File: config.mk
export PLATFORM = sky130hd
export DESIGN_NAME = hazard_ctrl
export DESIGN_NICKNAME = d
export VERILOG_FILES = /design/src/rtl/hazard_ctrl.sv
export SDC_FILE = /design/constraint.sdc
export NUM_CORES = 1
export LEC_CHECK = 0
export ABC_CLOCK_PERIOD_IN_PS = 4700
export CAP_MARGIN = 20
export CORE_UTILIZATION = 51
export CTS_BUF_LIST = sky130_fd_sc_hd__clkbuf_8
export DETAILED_ROUTE_END_ITERATION = 10
export MAX_ROUTING_LAYER = met4
export PLACE_DENSITY = 0.86
export SLEW_MARGIN = 20
export SYNTH_ARGS = -nofsm -noshare
export SYNTH_HDL_FRONTEND = slang
export SYNTH_SLANG_ARGS = --single-unit
File: constraint.sdc
create_clock -name clk -period 4.7 [get_ports clk]
set_input_delay 0.47 -clock clk [delete_from_list [all_inputs] [get_ports clk]]
set_output_delay 0.47 -clock clk [all_outputs]
set_load 0.005 [all_outputs]
File: src/rtl/hazard_ctrl.sv
// Pipeline hazard / control unit for a 5-stage in-order core.
// Drives the write-enable and bubble/flush inputs of the IF_ID and ID_EX stage
// registers plus the PC write enable. Handles load-use stalls, EX-resolved
// redirects and a permanent halt on a retiring EBREAK. Also keeps saturating
// performance counters for stalls, flushes and retirements.
module hazard_ctrl #(
    parameter int LU_STALL_CYCLES = 1,
    parameter int CNT_W           = 32
) (
    input  logic             clk,
    input  logic             rst,
    input  logic [4:0]       id_rs1,
    input  logic [4:0]       id_rs2,
    input  logic             id_uses_rs1,
    input  logic             id_uses_rs2,
    input  logic [4:0]       ex_rd,
    input  logic             ex_is_load,
    input  logic             ex_nop,
    input  logic             ex_redirect,
    input  logic             wb_valid,
    input  logic             wb_ebreak,
    output logic             pc_we,
    output logic             if_id_we,
    output logic             if_id_nop,
    output logic             id_ex_we,
    output logic             id_ex_nop,
    output logic             halted,
    output logic [CNT_W-1:0] stall_cnt,
    output logic [CNT_W-1:0] flush_cnt,
    output logic [CNT_W-1:0] retired_cnt
);

    typedef enum logic [1:0] {
        RUN      = 2'd0,
        LU_STALL = 2'd1,
        HALT     = 2'd2
    } state_t;

    // Bubbles still owed after the first one, loaded when a stall starts.
    localparam logic [1:0] REM_INIT = 2'(LU_STALL_CYCLES - 1);

    state_t     state_reg, state_next;
    logic [1:0] rem_reg, rem_next;
    logic       halted_reg;

    logic       haz;
    logic       halt_trig;
    logic       stall_inc;
    logic       flush_inc;
    logic       retire_inc;

    // Index 0 = stall, 1 = flush, 2 = retired.
    logic [2:0]            cnt_inc;
    logic [2:0][CNT_W-1:0] cnt_val;

    // Load in EX whose destination is a live source of the instruction in ID.
    assign haz = ex_is_load & ~ex_nop & (ex_rd != 5'd0) &
                 ((id_uses_rs1 & (id_rs1 == ex_rd)) |
                  (id_uses_rs2 & (id_rs2 == ex_rd)));

    assign halt_trig = wb_valid & wb_ebreak;

    // Control outputs and next state; priority is halt > redirect > load-use.
    always_comb begin
        pc_we      = 1'b1;
        if_id_we   = 1'b1;
        if_id_nop  = 1'b0;
        id_ex_we   = 1'b1;
        id_ex_nop  = 1'b0;
        state_next = state_reg;
        rem_next   = rem_reg;
        stall_inc  = 1'b0;
        flush_inc  = 1'b0;

        if (rst) begin
            pc_we      = 1'b0;
            if_id_we   = 1'b0;
            id_ex_we   = 1'b0;
            state_next = RUN;
            rem_next   = 2'd0;
        end else if (state_reg == HALT || halt_trig) begin
            // Freeze the front end and bubble anything younger than EBREAK.
            pc_we      = 1'b0;
            if_id_we   = 1'b0;
            id_ex_we   = 1'b0;
            id_ex_nop  = 1'b1;
            state_next = HALT;
        end else if (ex_redirect) begin
            // Squash the two wrong-path instructions in IF_ID and ID_EX.
            if_id_nop  = 1'b1;
            id_ex_nop  = 1'b1;
            id_ex_we   = 1'b0;
            flush_inc  = 1'b1;
            state_next = RUN;
        end else if (state_reg == LU_STALL || haz) begin
            pc_we     = 1'b0;
            if_id_we  = 1'b0;
            id_ex_we  = 1'b0;
            id_ex_nop = 1'b1;
            stall_inc = 1'b1;
            if (state_reg == LU_STALL) begin
                if (rem_reg <= 2'd1) begin
                    state_next = RUN;
                    rem_next   = 2'd0;
                end else begin
                    rem_next = rem_reg - 2'd1;
                end
            end else if (LU_STALL_CYCLES > 1) begin
                state_next = LU_STALL;
                rem_next   = REM_INIT;
            end
        end
    end

    // FSM state, remaining-bubble counter and sticky halt flag.
    always_ff @(posedge clk) begin
        if (rst) begin
            state_reg  <= RUN;
            rem_reg    <= 2'd0;
            halted_reg <= 1'b0;
        end else begin
            state_reg  <= state_next;
            rem_reg    <= rem_next;
            halted_reg <= (state_next == HALT);
        end
    end

    assign halted = halted_reg;

    // Retirements are counted in every state, including the EBREAK itself.
    assign retire_inc = wb_valid;
    assign cnt_inc    = {retire_inc, flush_inc, stall_inc};

    genvar gi;
    generate
        for (gi = 0; gi < 3; gi++) begin : g_cnt
            logic [CNT_W-1:0] cnt_reg;

            // Saturating event counter.
            always_ff @(posedge clk) begin
                if (rst) begin
                    cnt_reg <= '0;
                end else if (cnt_inc[gi] && (cnt_reg != {CNT_W{1'b1}})) begin
                    cnt_reg <= cnt_reg + CNT_W'(1);
                end
            end

            assign cnt_val[gi] = cnt_reg;
        end
    endgenerate

    assign stall_cnt   = cnt_val[0];
    assign flush_cnt   = cnt_val[1];
    assign retired_cnt = cnt_val[2];

endmodule

Word-level counts from Yosys, hierarchy flattened --
Index checks and enable logic that the tools add are counted.
Operators by class: add/subtract/negate cells 4, order comparisons 1, eq/ne operators 8, multiplexer cells 24, bitwise logic cells 10, reduce and logical (&&, ||, !) cells 7
Operators by type and width (count):
- $add 32x1->32 const B | 3
- $ne 32x32->1 const B | 3
- $mux 1 | 17
- $mux 2 | 7
- $eq 5x5->1 | 2
- $and 1x1->1 | 6
- $reduce_bool 5->1 | 1
- $eq 2x2->1 const B | 2
- $reduce_and 4->1 | 1
- $logic_and 1x1->1 | 3
- $not 1->1 | 3
- $eq 2x1->1 const B | 1
- $le 2x1->1 const B | 1
- $logic_or 1x1->1 | 2
- $sub 2x1->2 const B | 1
- $or 1x1->1 | 1
Storage, ports and cells: register bits after elaboration 101, input port bits 24, output and inout bits 102, logic and storage cells 60

Depth between registers and ports, before layout --
Gate-level depths: netlist of the first run.
depth after elaboration 10, depth in mapped cells 9, mapped depth without buffers 7

Worst setup path after synthesis of the first run --
Ideal clock, no wire load.
path kind input-to-output, start point input ex_rd[1], end point output pc_we, arrival 1917 ps, data required time 4230 ps, setup slack 2313 ps, cell stages on the path 7, path buffers 1, path through or4_1 o21ai_2 inv_1 a21oi_1 inv_1 a211oi_1 buf_4
Between the ends: longest elaborated chain between the ends 9, elaborated cells between the ends (all ways) 13, those cells by class eq/ne: 2; mux: 4; bitwise: 5; reduce/logical: 2
Ends and longest elaborated chain:
- start, declared | RTL line 16 | input logic [4:0] ex_rd,
- $eq 5x5->1, on equally long branches | RTL line 58, 59
- $and 1x1->1, on equally long branches | RTL line 58, 59
- $or 1x1->1 | RTL line 58 | ((id_uses_rs1 & (id_rs1 == ex_rd)) |
- $and 1x1->1 * | RTL line 57 | assign haz = ex_is_load & ~ex_nop & (ex_rd != 5'd0) &
- $logic_or 1x1->1 * | RTL line 95 | end else if (state_reg == LU_STALL || haz) begin
- $mux 1 * (4 in a row)
- end, declared | RTL line 22 | output logic pc_we,
Every way passes the cells marked *; elsewhere a longest branch is shown, timed or not.

Worst setup path after layout of the first run --
start point input ex_rd[1], end point output pc_we
Between the ends: longest elaborated chain between the ends 9, elaborated cells between the ends (all ways) 13, those cells by class eq/ne: 2; mux: 4; bitwise: 5; reduce/logical: 2
Ends and longest elaborated chain:
- $eq 5x5->1, on equally long branches | RTL line 58, 59
- $and 1x1->1, on equally long branches | RTL line 58, 59
- $or 1x1->1 | RTL line 58
- $and 1x1->1 * | RTL line 57
- $logic_or 1x1->1 * | RTL line 95
- $mux 1 * | RTL line 95
- $mux 1 * | RTL line 88 | end else if (ex_redirect) begin
- $mux 1 * | RTL line 81 | end else if (state_reg == HALT || halt_trig) begin
- $mux 1 * | RTL line 75 | if (rst) begin
Marks and branches as above.

==> impl_results.md, run 1 <==
* Outcome: complete, no violations
* Worst Path Required at 4.23 ns
* Final setup vio count at 0
* Reg clk slew, reported paths at 0.09 ns
* Synthesis-stage register bit count at 101
* Cts bufs inserted at 9
* Mapped Area at 0.00523 mm²
* Ys Warns at 0
* Vias in the first global route at 4,654
* Row cnt at 36
* Power Dens Cells at 226 mW/mm²
* Post-Syn Nets at 646
* Sequence of cells on the critical path: clkdlybuf4s50_1 -> or4_1 -> o21ai_2 -> inv_1 -> a21oi_1 -> inv_1 -> a211oi_1 -> clkdlybuf4s50_1
* Area of the multi-input gates at 0.00298 mm²
* Setup Buffers After CTS at 0
* Total negative slack at 0 ns
* Hold_buf cts at 0
* Post-synth EDFFs at 0
* Post-layout instance area at 0.00669 mm²
* Largest net degree at the start of global routing at 101
* Synthesized area per cell at 8.45 µm²
* Post-synthesis cell type count at 58
* HPWL Detailed at 9260 µm
* ANT nets after route at 0
* Dpl cells at 847
* Drt pass-1 iters at 4
* Die area at 0.0107 mm²
* Slew HR at 31.2%
* Post-layout min period at 3.48 ns
* Post-Layout Cell Count at 863
* Initial antenna violation count at 0
* Area Growth Syn to Fin at 28.0%
* Clock tree buffer depth at 2
* Sequential standard cell area at 0.00202 mm²
* Core area at 0.00986 mm²
* Worst slew pin tran at 1.03 ns
* First-pass GRT wire length at 21,500 µm
* Hold WC Path Type: register to register
* Top Family by Delay on Critical Path: buffers and inverters
* Worst Path Buf+Inv at 4
* Max Cap Viol at 0
* Crit path kind: input pin to output pin
* CTS Sinks at 101
* H-tree depth at 3
* N_diodes at 0
* Nets@finish at 752
* Initial core utilization at 53.0%
* Worst hold margin at 0.479 ns
* Share of layout cells above drive strength 1 at 6.16%
* Grt total ovfl at 0
* CTS tree: yes
* Fin. Hold Viols at 0
* Clock root cell: clkbuf_8
* Post_cts resized at 0
* VDD IR max at 0.178 mV
* Final WL at 13,100 µm
* Max Clock Freq at 0.288 GHz
* Via count at 5,028
* WL met1 at 5710 µm
* Register-to-register setup slack at 2.24 ns
* Ports at 126
* Gp weighted congestion at 0.902
* Max stage delay on crit path at 0.59 ns
* Uppermost layer routed: met4
* Cell Area, Placed at 0.00648 mm²
* Fill cells at 785
* Async set-or-reset flop fraction in the synthesized netlist at 0%
* Ys flop type: dfxtp_1
* Chip width at 103 µm
* Final worst-path cycle share at 74.0%
* Overall Global Routing Usage at 26.1%
* Setup crit end kind: output pin
* Met2 wire len at 6540 µm
* Slew Viols, Final at 0
* RSZ-0062 raised after global routing: no
* Synthesized instance count at 619
* Vias per cell at 5.83
* Worst skew pair latency at 0.37 ns
* Met3 WL at 694 µm
* DP Worst Slack at 1.19 ns
* Die H at 103 µm
* Leakage at 2.12 nW
* Setup crit start kind: input pin
* DR DRC count at 0
* Crit path DAT at 3.01 ns
* Final WS setup at 1.22 ns
* Register area share after synthesis at 38.7%
* Worst-path fanout max at 3
* Port buffer count at 125
* Crit-path slowest cell: clkdlybuf4s50_1
* DR iter-0 viols at 211
* Clock skew at 0.0170 ns
* WL/cell at 15.2 µm
==> layer usage <==
metal | track usage (%) | vias to the layer above
li1 | - | 2438
met4 | 8.02 | 0
met1 | 32.0 | 2417
met3 | 4.97 | 18
met5 | - | -
met2 | 43.6 | 155
==> worst reg2reg max path, delay by kind of cell, from the launching register on <==
kind                     cells  cell delay (ns)
AND/OR/NAND/NOR              4             1.01
flip-flops                   1             0.44
AO/OA/AOI/OAI                1             0.38
multiplexers                 1             0.30
adder cells (fa/ha/maj)      1             0.22
==> final timing paths <==
| path | start | endpoint | depth (start not counted) |
|---|---|---|---|
| max | ex_rd[1] | pc_we | 8 |
| min | state_reg[0] | state_reg[0] | 2 |
| max reg2reg | stall_cnt[0] | stall_cnt[17] | 7 |
| min reg2reg | state_reg[0] | state_reg[0] | 2 |
==> Yosys cell counts, types with 6 or more instances <==
master,number,area [µm²]
nand2_1,42,158
inv_1,18,67.6
or3_1,11,68.8
o31ai_1,15,113
nor3_1,17,85.1
nand3_1,33,165
nor2b_1,8,50.1
nor4_1,15,93.8
and4_1,11,96.3
o21ai_0,12,60.1
xnor2_1,41,359
dfxtp_1,101,2020
nand4_1,37,231
mux2_2,6,67.6
clkbuf_1,21,78.8
nor2_1,86,323
a21oi_1,30,150
or4_1,13,97.6
mux2i_1,6,60.1
and3_1,10,62.6
xor2_1,23,201
==> cell usage in the layout, fill, tap and decap left out, drive strengths merged, types with 3 or more instances in the layout <==
cell | Yosys | routed
o31ai | 15 | 15
nand3 | 35 | 35
xnor2 | 41 | 41
a211oi | 3 | 3
and4 | 11 | 11
nor3 | 18 | 18
nand4 | 39 | 39
o21ai | 13 | 13
nor2 | 86 | 86
and2 | 4 | 4
nor3b | 3 | 3
nand2b | 4 | 4
xor2 | 23 | 23
dfxtp | 101 | 101
nor4b | 6 | 6
or3 | 13 | 13
clkbuf | 22 | 9
and3 | 10 | 10
ha | 3 | 3
nand2 | 42 | 42
clkdlybuf4s50 | 0 | 124
clkinv | 1 | 3
mux2 | 6 | 6
or4 | 14 | 14
nor4 | 18 | 18
a21oi | 31 | 31
nor2b | 8 | 8
inv | 18 | 20
mux2i | 6 | 6
==> cell type report <==
cell class,count,share of cell area [%]
clock inverters,7,1.12
well taps,133,2.49
repair buffers,126,18.7
flip-flops and latches,101,30.2
multi-input cells,468,44.5
clock buffers,9,1.85
inverters,19,1.07
==> kinds of logic after synthesis <==
kind of cell	share of synthesized area [%]
adder cells (fa/ha/maj)	0.718
XOR/XNOR	10.7
flip-flops	38.7
AND/OR/NAND/NOR	33.7
buffers and inverters	4.50
AO/OA/AOI/OAI	9.24
multiplexers	2.44
==> report_power, final <==
part / switching, W / internal (W)
combinational: 0.0000453 / 0.0000422
sequential: 0.00000606 / 0.000859
clock: 0.000310 / 0.000248
==> per-stage QoR <==
| step | total power (W) | util [%] |
|---|---|---|
| 4_1_cts | 0.00152 | 67.8 |
| 3_3_place_gp | 0.000969 | 65.7 |
| 6_report | 0.00151 | 67.8 |
| 5_1_grt | 0.00157 | 67.8 |
| 3_5_place_dp | 0.000973 | 65.7 |
| 2_1_floorplan | 0.000927 | - |
No activity file was read; power rests on OpenSTA's default activity.
==> inputs of run 2 (changes only) <==
--- a/config.mk
+++ b/config.mk
@@ -5,7 +5,7 @@
 export SDC_FILE = /design/constraint.sdc
 export NUM_CORES = 1
 export LEC_CHECK = 0
-export ABC_CLOCK_PERIOD_IN_PS = 4700
+export ABC_CLOCK_PERIOD_IN_PS = 3300
 export CAP_MARGIN = 20
 export CORE_UTILIZATION = 51
 export CTS_BUF_LIST = sky130_fd_sc_hd__clkbuf_8
==> constraint.sdc (replaced) <==
create_clock -name clk -period 3.3 [get_ports clk]
set_input_delay 0.33 -clock clk [delete_from_list [all_inputs] [get_ports clk]]
set_output_delay 0.33 -clock clk [all_outputs]
set_load 0.005 [all_outputs]
==> impl_results.md, run 2 (synthesis results as in run 1) <==
* Clock skew at 0.0124 ns
* Port buffer count at 125
* Grt total ovfl at 0
* Gp weighted congestion at 0.888
* Final WL at 12,900 µm
* Core area at 0.00986 mm²
* Reg clk slew, reported paths at 0.09 ns
* Slew HR at 29.7%
* Initial core utilization at 53.0%
* Worst hold margin at 0.461 ns
* Row cnt at 36
* Ports at 126
* N_diodes at 0
* Cts bufs inserted at 9
* ANT nets after route at 0
* Setup crit start kind: input pin
* Crit path kind: input pin to output pin
* Worst-path fanout max at 3
* Share of layout cells above drive strength 1 at 6.68%
* Hold WC Path Type: input pin to register
* Largest net degree at the start of global routing at 102
* Met3 usage at 6.32%
* WL/cell at 14.9 µm
* Outcome: complete, no violations
* Clock root cell: clkbuf_8
* Die H at 103 µm
* Drt pass-1 iters at 4
* VDD IR max at 0.252 mV
* Max Cap Viol at 0
* Dpl cells at 851
* Vias in the first global route at 4,599
* CTS tree: yes
* Setup Buffers After CTS at 0
* Post-Layout Cell Count at 866
* Power Dens Cells at 317 mW/mm²
* Leakage at 2.13 nW
* Nets@finish at 756
* Final worst-path cycle share at 94.6%
* Post_cts resized at 0
* Max Clock Freq at 0.320 GHz
* Worst skew pair latency at 0.36 ns
* Crit path DAT at 2.79 ns
* Most frequent cells in the layout: 124 x clkdlybuf4s50_1, 101 x dfxtp_1, 86 x nor2_1
* Area Growth Syn to Fin at 28.2%
* Final setup vio count at 0
* DR iter-0 viols at 247
* Met2 usage at 40.3%
* Fill cells at 799
* First-pass GRT wire length at 20,900 µm
* Most common cell after layout, fill and taps aside: clkdlybuf4s50_1
* Setup crit end kind: output pin
* Die area at 0.0107 mm²
* Initial antenna violation count at 0
* H-tree depth at 3
* Worst Path Required at 2.97 ns
* Worst slew pin tran at 1.05 ns
* Slew Viols, Final at 0
* Overall Global Routing Usage at 25.3%
* Post-layout min period at 3.12 ns
* Clock tree buffer depth at 2
* DR DRC count at 0
* Hold_buf cts at 0
* HPWL Detailed at 9150 µm
* Vias per cell at 5.76
* Chip width at 103 µm
* Fin. Hold Viols at 0
* GRT busiest layer: met2
* CTS Sinks at 101
* RSZ-0062 raised after global routing: no
* Via count at 4,987
* GR met1 Demand/Resource at 30.8%
* Total negative slack at 0 ns
-- run 2: cell type report --
cell class | count | area [µm²] | share of cell area, %
Multi-Input combinational cell | 468 | 2970 | 44.3
Clock inverter | 6 | 65.1 | 0.971
Clock buffer | 9 | 124 | 1.85
Inverter | 19 | 71.3 | 1.06
Timing Repair Buffer | 130 | 1280 | 19.1
Sequential cell | 101 | 2020 | 30.2
Tap cell | 133 | 166 | 2.48
-- run 2: metrics by stage --
stage / setup slack [ns] / power, W / utilization (%) / area [µm²]
after floorplan: 1.11 / 0.00132 / - / 5230
after global placement: 0.205 / 0.00138 / 66.0 / 6520
after detailed placement: 0.157 / 0.00139 / 66.0 / 6520
after CTS: 0.154 / 0.00215 / 68.0 / 6700
after global routing: 0.0216 / 0.00221 / 68.0 / 6700
final: 0.177 / 0.00213 / 68.0 / 6700
-- run 2: power breakdown --
group / switching, W / total [W] / internal [W] / leakage, nW
logic: 0.0000655 / 0.000128 / 0.0000623 / 1.23
registers: 0.00000772 / 0.00123 / 0.00122 / 0.814
clock network: 0.000422 / 0.000769 / 0.000347 / 0.0950
total: 0.000495 / 0.00213 / 0.00163 / 2.13
-- run 2: worst max-delay path: stages --
cell             delay [ns]
clkdlybuf4s50_1        0.47
or4_1                  0.58
o21ai_2                0.19
inv_1                  0.06
a21oi_1                0.18
inv_1                  0.08
a211oi_1               0.23
buf_4                  0.17
clkdlybuf4s50_1        0.50
-- run 2: final timing paths --
path                            cells after the start         start           end  slack (ns)
worst max-delay path                                9      ex_rd[1]      if_id_we        0.18
worst min-delay path                                3           rst  stall_cnt[6]        0.46
worst max register to register                      8  stall_cnt[0]  stall_cnt[1]        0.74
worst min register to register                      2    rem_reg[1]    rem_reg[0]        0.47
-- run 2: layer usage --
layer / vias up / wire length (µm)
met1: 2363 / 5600
met2: 152 / 6290
met3: 28 / 742
li1: 2444 / -
met5: - / 0
met4: 0 / 274
